File: config.mk
export PLATFORM = sky130hd
export DESIGN_NAME = rf_wb_arbiter
export DESIGN_NICKNAME = d
export VERILOG_FILES = /design/src/rtl/rf_wb_arb_pkg.sv /design/src/rtl/rf_scoreboard.sv /design/src/rtl/rf_wb_arbiter.sv
export SDC_FILE = /design/constraint.sdc
export NUM_CORES = 1
export LEC_CHECK = 0
export CORE_ASPECT_RATIO = 2
export CORE_MARGIN = 2
export CORE_UTILIZATION = 42
export CTS_BUF_LIST = sky130_fd_sc_hd__clkbuf_2 sky130_fd_sc_hd__clkbuf_4 sky130_fd_sc_hd__clkbuf_8
export DETAILED_ROUTE_END_ITERATION = 7
export HOLD_SLACK_MARGIN = 0.1
export PLACE_DENSITY = 0.84
export SLEW_MARGIN = 20
export SYNTH_ARGS = -nofsm -noshare
export SYNTH_HDL_FRONTEND = slang
export SYNTH_SLANG_ARGS = --single-unit
File: constraint.sdc
create_clock -name clk -period 7.7 [get_ports clk]
set_input_delay 0.77 -clock clk [delete_from_list [all_inputs] [get_ports clk]]
set_output_delay 0.77 -clock clk [all_outputs]
set_load 0.1 [all_outputs]
File: src/rtl/rf_wb_arb_pkg.sv
// Shared types and constants for the register-file writeback arbiter.
// Optional perf counters are enabled with RF_WB_ARB_PERF_EN.
package rf_wb_arb_pkg;

   typedef enum logic [0:0] {
      NORMAL = 1'b0,
      FORCE  = 1'b1
   } arb_state_e;

   localparam int unsigned PERF_W = 32;

   function automatic int unsigned addr_width(input int unsigned n);
      return (n > 1) ? $clog2(n) : 1;
   endfunction

endpackage

File: src/rtl/rf_scoreboard.sv
// Pending-destination scoreboard: one bit per register owed by the long-latency unit.
// A set and a clear of the same register in one cycle leave the bit set.
module rf_scoreboard
   import rf_wb_arb_pkg::*;
#(
   parameter  int unsigned REG_COUNT = 32,
   localparam int unsigned AW        = addr_width(REG_COUNT)
) (
   input  logic                 clk,
   input  logic                 rst,
   input  logic                 i_set_valid,
   input  logic [AW-1:0]        i_set_rd,
   input  logic                 i_clr_valid,
   input  logic [AW-1:0]        i_clr_rd,
   output logic [REG_COUNT-1:0] o_pend_mask
);

   logic [REG_COUNT-1:0] r_pend;
   logic [REG_COUNT-1:0] w_pend_nxt;

   always_comb begin
      w_pend_nxt = r_pend;
      for (int unsigned r = 1; r < REG_COUNT; r++) begin
         if (i_clr_valid && (i_clr_rd == AW'(r))) w_pend_nxt[r] = 1'b0;
         if (i_set_valid && (i_set_rd == AW'(r))) w_pend_nxt[r] = 1'b1;
      end
      w_pend_nxt[0] = 1'b0;
   end

   always_ff @(posedge clk or posedge rst) begin
      if (rst) r_pend <= '0;
      else     r_pend <= w_pend_nxt;
   end

   assign o_pend_mask = r_pend;

endmodule

File: src/rtl/rf_wb_arbiter.sv
// Register-file write-port arbiter: pipeline has priority, the long-latency unit
// is forced through after MAX_WAIT lost cycles. Macro RF_WB_ARB_PERF_EN adds perf counters.
module rf_wb_arbiter
   import rf_wb_arb_pkg::*;
#(
   parameter  int unsigned REG_WIDTH = 64,
   parameter  int unsigned REG_COUNT = 32,
   parameter  int unsigned MAX_WAIT  = 4,
   localparam int unsigned AW        = addr_width(REG_COUNT)
) (
   input  logic                 clk,
   input  logic                 rst,
   input  logic                 pipe_wvalid,
   input  logic [AW-1:0]        pipe_waddr,
   input  logic [REG_WIDTH-1:0] pipe_wdata,
   output logic                 pipe_stall,
   input  logic                 lu_valid,
   output logic                 lu_ready,
   input  logic [AW-1:0]        lu_waddr,
   input  logic [REG_WIDTH-1:0] lu_wdata,
   input  logic                 lu_issue_valid,
   input  logic [AW-1:0]        lu_issue_rd,
   output logic [REG_COUNT-1:0] pend_mask,
   output logic                 rf_we,
   output logic [AW-1:0]        rf_waddr,
   output logic [REG_WIDTH-1:0] rf_wdata
`ifdef RF_WB_ARB_PERF_EN
   ,
   output logic [PERF_W-1:0]    perf_conflicts,
   output logic [PERF_W-1:0]    perf_forced
`endif
);

   localparam int unsigned      WCW     = $clog2(MAX_WAIT + 1);
   localparam logic [WCW-1:0]   CNT_MAX = WCW'(MAX_WAIT);

   arb_state_e           r_state;
   logic [WCW-1:0]       r_wait_cnt;
   logic [WCW-1:0]       w_cnt_inc;
   logic                 w_pipe_real;
   logic                 w_lu_real;
   logic                 w_force;
   logic                 w_lu_ready;
   logic                 w_pipe_stall;
   logic                 w_lu_wr;
   logic                 w_pipe_wr;
   logic                 r_rf_we;
   logic [AW-1:0]        r_rf_waddr;
   logic [REG_WIDTH-1:0] r_rf_wdata;

   always_comb begin
      w_pipe_real  = pipe_wvalid && (pipe_waddr != '0);
      w_lu_real    = lu_valid && (lu_waddr != '0);
      w_force      = (r_state == FORCE);
      w_lu_ready   = !rst && lu_valid && (w_force || !w_pipe_real);
      // FORCE with no LU result stalls nothing, so the pipeline write proceeds.
      w_pipe_stall = !rst && w_force && w_pipe_real && lu_valid;
      w_lu_wr      = w_lu_ready && w_lu_real;
      w_pipe_wr    = w_pipe_real && !w_pipe_stall && !w_lu_wr;
      w_cnt_inc    = r_wait_cnt + 1'b1;
   end

   assign lu_ready   = w_lu_ready;
   assign pipe_stall = w_pipe_stall;

   always_ff @(posedge clk or posedge rst) begin
      if (rst) begin
         r_state    <= NORMAL;
         r_wait_cnt <= '0;
      end else begin
         if (lu_valid && !w_lu_ready) r_wait_cnt <= w_cnt_inc;
         else                         r_wait_cnt <= '0;
         if (w_force)
            r_state <= NORMAL;
         else if (lu_valid && !w_lu_ready && (w_cnt_inc == CNT_MAX))
            r_state <= FORCE;
      end
   end

   always_ff @(posedge clk or posedge rst) begin
      if (rst) begin
         r_rf_we    <= 1'b0;
         r_rf_waddr <= '0;
         r_rf_wdata <= '0;
      end else begin
         r_rf_we <= w_lu_wr || w_pipe_wr;
         if (w_lu_wr) begin
            r_rf_waddr <= lu_waddr;
            r_rf_wdata <= lu_wdata;
         end else if (w_pipe_wr) begin
            r_rf_waddr <= pipe_waddr;
            r_rf_wdata <= pipe_wdata;
         end
      end
   end

   assign rf_we    = r_rf_we;
   assign rf_waddr = r_rf_waddr;
   assign rf_wdata = r_rf_wdata;

   rf_scoreboard #(
      .REG_COUNT (REG_COUNT)
   ) u_scoreboard (
      .clk         (clk),
      .rst         (rst),
      .i_set_valid (lu_issue_valid),
      .i_set_rd    (lu_issue_rd),
      .i_clr_valid (w_lu_wr),
      .i_clr_rd    (lu_waddr),
      .o_pend_mask (pend_mask)
   );

`ifdef RF_WB_ARB_PERF_EN
   logic [PERF_W-1:0] r_perf_conflicts;
   logic [PERF_W-1:0] r_perf_forced;

   always_ff @(posedge clk or posedge rst) begin
      if (rst) begin
         r_perf_conflicts <= '0;
         r_perf_forced    <= '0;
      end else begin
         if (!w_force && w_pipe_real && lu_valid && (r_perf_conflicts != '1))
            r_perf_conflicts <= r_perf_conflicts + 1'b1;
         if (w_pipe_stall && (r_perf_forced != '1))
            r_perf_forced <= r_perf_forced + 1'b1;
      end
   end

   assign perf_conflicts = r_perf_conflicts;
   assign perf_forced    = r_perf_forced;
`endif

endmodule

==> impl_metrics.csv <==
group,metric,value,unit
cts,path_clk_slew,100,ps
cts,cts-root-buf,"clkbuf_8",
grt,grt_antenna_before_repair,0,
grt,grt_pass1_vias,4915,
detailed_routing,drt_iter0_markers,323,
cts,cts_sinks,105,
power,ir_drop,193,uV
timing,min_period,4460,ps
synth,ys_seq_elements,105,
critical_path,reg2reg_depth,5,
timing,setup_violations,0,
timing,rsz0062_at_grt,"no",
place,dpl.hpwl,12700,um
die,core,0.0114,mm^2
die,dieArea,0.0126,mm^2
synth,synth.avg_cell_area,11.4,um^2
critical_path,path_class,"input pin to primary output",
detailed_routing,drtPass1Iterations,5,
die,io-pin-count,252,
die,dieWidth,80.3,um
synth,synth_top_area_cell,"dfrtp_1",
timing,hold_violations,0,
critical_path,cp-start-kind,"input pin",
grt,grt_max_degree,70,
synth,synth.area.top_cells,"dfrtp_1 54%, a221o_1 14%, and2_0 7.4%",
detailed_routing,wire_per_inst,21.4,um
detailed_routing,viasPerCell,5.87,
hold_path,hold_path_class,"register to register",
die,num_rows,55,
timing,tightest_slew,1030,ps
place,port-buffer-count,250,
grt,grt_remaining_overflow,0,
timing,fmax,0.224,GHz
timing,final.setup.tns,0,ps
cts,htree_levels,3,
synth,synthTopCellsByCount,"105 x dfrtp_1, 68 x a221o_1, 58 x and2_0",
hold_path,holdPathStages,1,
flow_run,drv_cap,0,
grt,grt_pass1_wl,25800,um
synth,syn_inst,430,
synth,synth_edf_count,0,
detailed_routing,postRouteAntennaNets,0,
synth,ys_seq_area_share,53.7,%
synth,synth_top_area_share,53.7,%
critical_path,reg2reg_to,"rf_wdata[27]",
timing,post-route-period-util,57.9,%
cts,cts_tree,"yes",
timing,slew_violations,0,
timing,hold_slack,436,ps
detailed_routing,drc_errors,0,
critical_path,cp.arrival,3690,ps
layout,syn2layout_area_growth,55.8,%
cts,holdBufCountCts,0,
die,initial_core_util,43.1,%
layout,final_layout_size_suffix_gt1_share,4.37,%
hold_path,worstHoldEndpoint,"r_wait_cnt[0]",
synth,synth_nets,580,
layout,nNetsFinal,808,
power,fin_total_pwr,2070,uW
cts,cts_resized,0,
synth,synth_cell_types,39,
critical_path,r2r_start,"r_state",
cts,cts_inserted_buffers,9,
synth,synth-async-reset-ratio,100,%
critical_path,ff2ff_setup_slack,5400,ps
grt,grt_use_total,27.2,%
layout,num_antenna_cells,0,
timing,skew,16.5,ps
detailed_routing,wl,17200,um
detailed_routing,via_count,4726,
synth,synth_area,0.00489,mm^2
power,p_leak,0.00300,uW
hold_path,hp-start,"r_wait_cnt[0]",
die,die_h,157,um
layout,fin_util,67.1,%
synth,yosys_warnings,0,
critical_path,setup.worst_path.end_class,"primary output",
critical_path,cp.required,6930,ps
critical_path,path_max_fanout,50,
cts,postCtsSetupRepairBufs,0,
timing,relSlewSlack,31.4,%
synth,synth.most_common_cell,"dfrtp_1",
place,place_congestion,0.964,
cts,clk_latency,380,ps
power,power.density,272,mW/mm^2
outcome,status,"finished clean",
synth,synthFlopType,"dfrtp_1",
cts,clockBufferDepth,2,
[metal layers]
layer  GRT usage, %  part of all wire [%]
met1           29.4                    34
met4           17.1                   6.1
met5              0                     0
met2           47.5                    52
met3           5.25                   7.2
[per-stage QoR]
stage | std cells | cell area [um^2] | worst slack [ps]
3_3_place_gp | 789 | 7410 | 3300
2_1_floorplan | 430 | 4890 | 2100
5_1_grt | 805 | 7620 | 3040
4_1_cts | 805 | 7620 | 3200
3_5_place_dp | 789 | 7410 | 3220
6_report | 805 | 7620 | 3240
[how the worst max path moves through the flow]
| stage | slack, ps | startpoint | to |
|---|---|---|---|
| global route | 3040 | rst | lu_ready |
| finish | 3240 | rst | lu_ready |
| global placement | 3300 | rst | lu_ready |
| detailed placement | 3220 | rst | lu_ready |
| CTS | 3200 | rst | lu_ready |
| floorplan | 2100 | rst | lu_ready |
[flip-flops by register name, summed over array words and instances, names as in the netlist]
name and flops:
rf_waddr 5, r_state 1, u_scoreboard.o_pend_mask 31, rf_wdata 64, rf_we 1, r_wait_cnt 3
[area by class of cell]
| class | count | area [um^2] |
|---|---|---|
| Multi-Input combinational cell | 282 | 2040 |
| Inverter | 4 | 17.5 |
| Timing Repair Buffer | 256 | 2550 |
| Clock buffer | 9 | 124 |
| Sequential cell | 105 | 2630 |
| Tap cell | 142 | 178 |
| Fill cell | 882 | 3730 |
| Clock inverter | 7 | 85.1 |
[cells by family (layout without fill, tap and decap cells)]
| family | Yosys count | after routing | synth area share, % |
|---|---|---|---|
| compound gates | 120 | 120 | 22.0 |
| fa+ha+maj | 2 | 2 | 0.511 |
| buf+inv | 43 | 276 | 4.71 |
| flops | 105 | 105 | 53.7 |
| other cells | 1 | 1 | 0.0767 |
| simple gates | 159 | 159 | 19.0 |
[placed cells by master, fill, tap and decap left out, types with 2 or more instances in the layout]
| cell type | instances |
|---|---|
| clkdlybuf4s50_1 | 250 |
| dfrtp_1 | 105 |
| a221o_1 | 68 |
| and2_0 | 58 |
| nand3_1 | 19 |
| o21ai_0 | 14 |
| o31ai_1 | 12 |
| nor2_1 | 12 |
| nand2_1 | 10 |
| nand4_1 | 10 |
| nor2b_1 | 9 |
| o2bb2ai_1 | 9 |
| nor3_1 | 9 |
| clkbuf_8 | 9 |
| a22o_1 | 7 |
| nand2b_1 | 6 |
| and2_1 | 6 |
| nand4b_1 | 6 |
| buf_4 | 6 |
| and3_1 | 4 |
| inv_1 | 3 |
| a32o_1 | 3 |
| nand3b_1 | 2 |
| or2_2 | 2 |
| nor4_1 | 2 |
| ha_1 | 2 |
| clkinvlp_4 | 2 |
| inv_8 | 2 |
| inv_6 | 2 |
[power breakdown]
| group | leakage, uW | switching [uW] | internal [uW] |
|---|---|---|---|
| sequential | 0.00127 | 51.4 | 632 |
| combinational | 0.00163 | 754 | 269 |
| clock | 0.000100 | 209 | 157 |
[worst max-delay path: stages]
cell and delay, ps:
clkdlybuf4s50_1 490, inv_4 490, nand2_1 460, nor2_1 300, clkdlybuf4s50_1 1170
Power figures use the tool's default switching activity.
